File: config.mk
export PLATFORM = sky130hd
export DESIGN_NAME = input_pingpong_scheduler
export DESIGN_NICKNAME = d
export VERILOG_FILES = /design/src/rtl/input_pingpong_scheduler.sv
export SDC_FILE = /design/constraint.sdc
export NUM_CORES = 1
export LEC_CHECK = 0
export BUFFER_PORTS_ARGS = -buffer_cell sky130_fd_sc_hd__buf_2
export CORE_MARGIN = 2
export CORE_UTILIZATION = 55
export CTS_BUF_LIST = sky130_fd_sc_hd__clkbuf_8
export CTS_CLUSTER_DIAMETER = 120
export CTS_CLUSTER_SIZE = 20
export DETAILED_ROUTE_END_ITERATION = 12
export HOLD_SLACK_MARGIN = 0.08
export PLACE_DENSITY = 0.82
export SLEW_MARGIN = 15
export SYNTH_ARGS = -nofsm -noshare
export SYNTH_HDL_FRONTEND = slang
export SYNTH_SLANG_ARGS = --single-unit
File: constraint.sdc
create_clock -name clk -period 2.4 [get_ports clk]
set_input_delay 0.24 -clock clk [delete_from_list [all_inputs] [get_ports clk]]
set_output_delay 0.24 -clock clk [all_outputs]
set_load 0.005 [all_outputs]
File: src/rtl/input_pingpong_scheduler.sv
// input_pingpong_scheduler: fills one input buffer from DMA while draining the other to SRAM; SCHED_PERF_EN adds stall counters
module input_pingpong_scheduler #(
   parameter int ADDR_W = 7,
   parameter int TILE_W = 16
) (
   input  logic              clk,
   input  logic              rst,
   input  logic              sched_start,
   input  logic [TILE_W-1:0] num_tiles,
   input  logic [ADDR_W-1:0] tile_words,
   input  logic              drain_ready,
   output logic              dma_start,
   output logic              dma_buf_select,
   input  logic              dma_done,
   output logic              b2s_start,
   output logic              b2s_buf_select,
   output logic [ADDR_W-1:0] b2s_buf_addr_end,
   input  logic              b2s_done,
   output logic [1:0]        input_buffer_rw_select,
   output logic              sched_busy,
   output logic              sched_done,
`ifdef SCHED_PERF_EN
   output logic [15:0]       fill_stall_cnt,
   output logic [15:0]       drain_stall_cnt,
`endif
   output logic              sched_err
);
   typedef enum logic [1:0] {IDLE, RUN, DONE} state_t;
   typedef enum logic [1:0] {EMPTY, FILL, FULL, DRAIN} buf_t;
   state_t            state, next_state;
   buf_t              bs [2];
   logic              fill_out, drain_out, fill_ptr, drain_ptr;
   logic [TILE_W-1:0] num, issued, drained;
   logic              start_ok, fill_go, drain_go, dma_ok, b2s_ok;
   assign start_ok = state == IDLE && sched_start;
   assign fill_go  = state == RUN && !fill_out && issued < num && bs[fill_ptr] == EMPTY;
   assign drain_go = state == RUN && !drain_out && bs[drain_ptr] == FULL && drain_ready;
   assign dma_ok   = dma_done && fill_out;
   assign b2s_ok   = b2s_done && drain_out;
   // top-level run state register
   always_ff @(posedge clk or negedge rst) begin
      if (!rst) state <= IDLE;
      else state <= next_state;
   end
   // run sequencing: a zero-tile run goes straight to DONE; a run ends the cycle after the last drain lands
   always_comb begin
      next_state = state;
      case (state)
         IDLE:    if (sched_start) next_state = (num_tiles == '0) ? DONE : RUN;
         RUN:     if (drained == num) next_state = DONE;
         default: next_state = IDLE;
      endcase
      sched_busy = state == RUN;
      sched_done = state == DONE;
   end
   // per-buffer state, alternating pointers, tile counters and registered engine start pulses
   always_ff @(posedge clk or negedge rst) begin
      if (!rst) begin
         bs[0]                  <= EMPTY;
         bs[1]                  <= EMPTY;
         fill_out               <= 1'b0;
         drain_out              <= 1'b0;
         fill_ptr               <= 1'b0;
         drain_ptr              <= 1'b0;
         num                    <= '0;
         issued                 <= '0;
         drained                <= '0;
         dma_start              <= 1'b0;
         dma_buf_select         <= 1'b0;
         b2s_start              <= 1'b0;
         b2s_buf_select         <= 1'b0;
         b2s_buf_addr_end       <= '0;
         input_buffer_rw_select <= 2'b11;
         sched_err              <= 1'b0;
      end else begin
         dma_start <= fill_go;
         b2s_start <= drain_go;
         if (start_ok) begin
            num              <= num_tiles;
            b2s_buf_addr_end <= tile_words;
            issued           <= '0;
            drained          <= '0;
            fill_ptr         <= 1'b0;
            drain_ptr        <= 1'b0;
         end
         if (fill_go) begin
            dma_buf_select                   <= fill_ptr;
            bs[fill_ptr]                     <= FILL;
            input_buffer_rw_select[fill_ptr] <= 1'b1;
            fill_out                         <= 1'b1;
            issued                           <= issued + TILE_W'(1);
         end
         if (dma_ok) begin
            bs[dma_buf_select] <= FULL;
            fill_out           <= 1'b0;
            fill_ptr           <= ~fill_ptr;
         end
         if (drain_go) begin
            b2s_buf_select                    <= drain_ptr;
            bs[drain_ptr]                     <= DRAIN;
            input_buffer_rw_select[drain_ptr] <= 1'b0;
            drain_out                         <= 1'b1;
         end
         if (b2s_ok) begin
            bs[b2s_buf_select]                     <= EMPTY;
            input_buffer_rw_select[b2s_buf_select] <= 1'b1;
            drain_out                              <= 1'b0;
            drain_ptr                              <= ~drain_ptr;
            drained                                <= drained + TILE_W'(1);
         end
         if ((dma_done && !fill_out) || (b2s_done && !drain_out)) sched_err <= 1'b1;
      end
   end
`ifdef SCHED_PERF_EN
   logic fill_stall, drain_stall;
   assign fill_stall  = state == RUN && !fill_out && issued < num && bs[fill_ptr] != EMPTY;
   assign drain_stall = state == RUN && !drain_out && bs[drain_ptr] == FULL && !drain_ready;
   // saturating stall counters, cleared when a run is accepted
   always_ff @(posedge clk or negedge rst) begin
      if (!rst) begin
         fill_stall_cnt  <= '0;
         drain_stall_cnt <= '0;
      end else if (start_ok) begin
         fill_stall_cnt  <= '0;
         drain_stall_cnt <= '0;
      end else begin
         if (fill_stall && fill_stall_cnt != 16'hFFFF) fill_stall_cnt <= fill_stall_cnt + 16'd1;
         if (drain_stall && drain_stall_cnt != 16'hFFFF) drain_stall_cnt <= drain_stall_cnt + 16'd1;
      end
   end
`endif
endmodule

==> results.toml <==
[final_layout]
num-fill-cells = 568
finish.utilization_pct = 66.4
finalNonFillerCells = 586
area_delta_synth_final_pct = 15.5
drive_gt1_share_pct = 17.1
fin_nets = 531
fin_area_um2 = 4560
n_antenna_cell = 0

[clock_tree]
cts_buffer_depth = 2
clk_latency_ns = 0.36
post_cts_buffers = 0
cts-root-buf = "clkbuf_8"
clock_sinks = 72
h-tree-depth = 3
cts_tree = "yes"
numCtsBuffers = 9
path_clk_slew_ns = 0.08

[timing]
drv_slew = 0
max_freq_ghz = 0.459
fin_crit_sh_pct = 90.8
rsz0062_at_grt = "false"
skew_ns = 0.0139
tightest_slew_ns = 0.821
fin_ws_ns = 0.221
hold_viol_final = 0
fin_tns_setup_ns = 0
fin_crit_ns = 2.18
hold_ws_ns = 0.107
relSlewSlack_pct = 45.2
finalSetupViolCount = 0

[run_status]
status = "completed"

[route]
topRoutingLayerUsed = "met4"
postRouteAntennaNets = 0
vias = 3394
routed_wl_mm = 9.40
viasPerCell = 5.79
drtIter0Drc = 144
wl_met3_um = 467
dr.pass1.iters = 4
wl_per_cell_um = 16.0
drc = 0
wl_met2_mm = 4.64
wirelength_met1_mm = 4.08

[power]
p_total_mw = 3.73
powerDensity_nw_per_um2 = 819
combPwrFrac_pct = 27.3
p_seq_share_pct = 46.4
leakage_nw = 2.20
ir_worst_vdd_uv = 378
p_clk_share_pct = 26.3
power.switching_mw = 1.35
netSwitchingFraction_pct = 36.1
p_int_mw = 2.39

[die]
die_h_um = 88.7
ioPinCount = 45
num_rows = 30
die-area_um2 = 7880
initial_core_util_pct = 57.5
fp.dieW_um = 88.7
core_area_um2 = 6870

[min_path]
min_path_type = "in -> reg"

[run]
maxCapViolCount = 0

[global_routing]
grt_antenna_before_repair = 0
grt_first_pass_wirelength_mm = 15.7
grt_pass1_vias = 3363
track_usage_pct = 26.1
grt_max_degree = 38
gr-total-overflow = 0

[yosys]
synth_most_common_cell = "nand2_1"
ys_seq_elements = 72
netlist.area_leader.share_pct = 44.3
yosys.area.top_type = "dfrtp_1"
synthCells = 430
avgSynthCellArea_um2 = 9.19
seq_area_frac_synth_pct = 45.7
synth_nets = 476
synth_edf_count = 0
yosys_warnings = 0
ys_top_cells_by_count = "nand2_1 (75), dfrtp_1 (70), o21ai_0 (42)"
synth_ff_type = "dfrtp_1"
synth.top_cells.by_area = "dfrtp_1 (44%), nand2_1 (7.1%), ha_1 (5.4%), o21ai_0 (5.3%), xnor2_1 (3.5%)"
syn_area_um2 = 3950
ys_types = 52
synthArstFlopShare_pct = 100

[setup_path]
end_kind = "register"
critPathArrivalTime_ns = 2.42
crit_type = "reg -> reg"
crit_path_max_fanout = 10
required_ns = 2.65
start_kind = "register"

[placed_design]
io_buffers = 44
placed_area_um2 = 4270
hpwl_mm = 6.94
dpl.cell_count = 562
gp_congestion = 0.904
dp_slack_ns = 0.125
layer usage:
metal	vias up	global-route usage, %
li1	1632	-
met1	1639	33.6
met2	105	42.5
met3	18	7.37
met4	0	8.95
met5	-	0
critical path: stages (launching register included):
cell      delay, ns
dfrtp_1        0.44
ha_1           0.33
a211oi_2       0.22
o21ai_1        0.13
a211oi_4       0.44
buf_4          0.27
o211ai_1       0.11
mux2i_1        0.14
final timing paths:
path,from,end,slack [ns],cells after the start
setup reg to reg,issued[3]$_DFFE_PN0P_,issued[14]$_DFFE_PN0P_,0.22,7
setup / recovery,issued[3]$_DFFE_PN0P_,issued[14]$_DFFE_PN0P_,0.22,7
hold reg to reg,issued[15]$_DFFE_PN0P_,issued[15]$_DFFE_PN0P_,0.48,1
min in group asynchronous,rst,state[1]$_DFFE_PN0P_,0.51,2
max in group asynchronous,rst,num[3]$_DFFE_PN0P_,1.12,3
hold / removal,num_tiles[2],num[2]$_DFFE_PN0P_,0.11,3
timing repair:
item                                    4_1_cts  5_1_grt
endpoints found under the setup margin        0        2
endpoints found under the hold margin        39        0
resized for setup                             0        2
hold buffers                                  8        0
logic make-up after synthesis:
group                    after synthesis  share of synthesized area (%)
multiplexers                           9                           2.28
flip-flops                            72                           45.7
AND/OR/NAND/NOR                      161                           20.1
XOR/XNOR                              17                           3.77
AO/OA/AOI/OAI                        104                           17.4
adder cells (fa/ha/maj)               17                           5.38
buffers and inverters                 50                           5.42
power groups by stage:
stage | combinational [mW] | clock [mW] | sequential [mW]
floorplan | 0.727 | 0 | 1.68
global placement | 0.943 | 0 | 1.74
detailed placement | 0.994 | 0 | 1.75
CTS | 1.01 | 1.00 | 1.73
global route | 1.15 | 1.06 | 1.77
finish | 1.02 | 0.983 | 1.73
final cells by class:
cell class              instances  area, um2  area share (%)
inverters                      32        120            2.63
flip-flops and latches         72       1800            39.6
clock inverters                 7       76.3            1.67
clock buffers                   9        124            2.72
well taps                      96        120            2.63
repair buffers                 62        375            8.23
multi-input cells             308       1940            42.6
cell usage in the layout (no fill, tap or decap), types with 3 or more instances in the layout:
| master | synthesis | routed |
|---|---|---|
| nor2b_1 | 4 | 4 |
| o221ai_1 | 9 | 9 |
| and4_1 | 3 | 3 |
| buf_4 | 1 | 10 |
| xnor2_1 | 16 | 16 |
| nor2_1 | 17 | 17 |
| or3_1 | 3 | 3 |
| buf_2 | 5 | 44 |
| mux2i_1 | 9 | 9 |
| nand3_1 | 12 | 12 |
| o31ai_1 | 5 | 5 |
| inv_1 | 32 | 32 |
| and3_1 | 8 | 8 |
| dfrtp_1 | 70 | 70 |
| nand2b_1 | 5 | 5 |
| nor3_1 | 3 | 3 |
| a31oi_1 | 3 | 3 |
| and2_1 | 3 | 3 |
| nand2_1 | 75 | 75 |
| ha_1 | 17 | 17 |
| o211ai_1 | 11 | 11 |
| dlygate4sd3_1 | 0 | 8 |
| o21ai_0 | 42 | 42 |
| nand4_1 | 12 | 12 |
| o2111ai_1 | 4 | 4 |
| inv_6 | 0 | 3 |
| a21oi_1 | 15 | 15 |
| nor4_1 | 6 | 6 |
| clkbuf_8 | 0 | 9 |
flip-flops by register name, indices dropped and copies added, names as in the netlist:
register                cells
drained                    16
issued                     16
num                        16
b2s_buf_addr_end            7
bs                          4
input_buffer_rw_select      2
state                       2
b2s_buf_select              1
b2s_start                   1
dma_buf_select              1
dma_start                   1
drain_out                   1
drain_ptr                   1
fill_out                    1
fill_ptr                    1
sched_err                   1
Note: power is estimated with default switching activity, not from simulation.
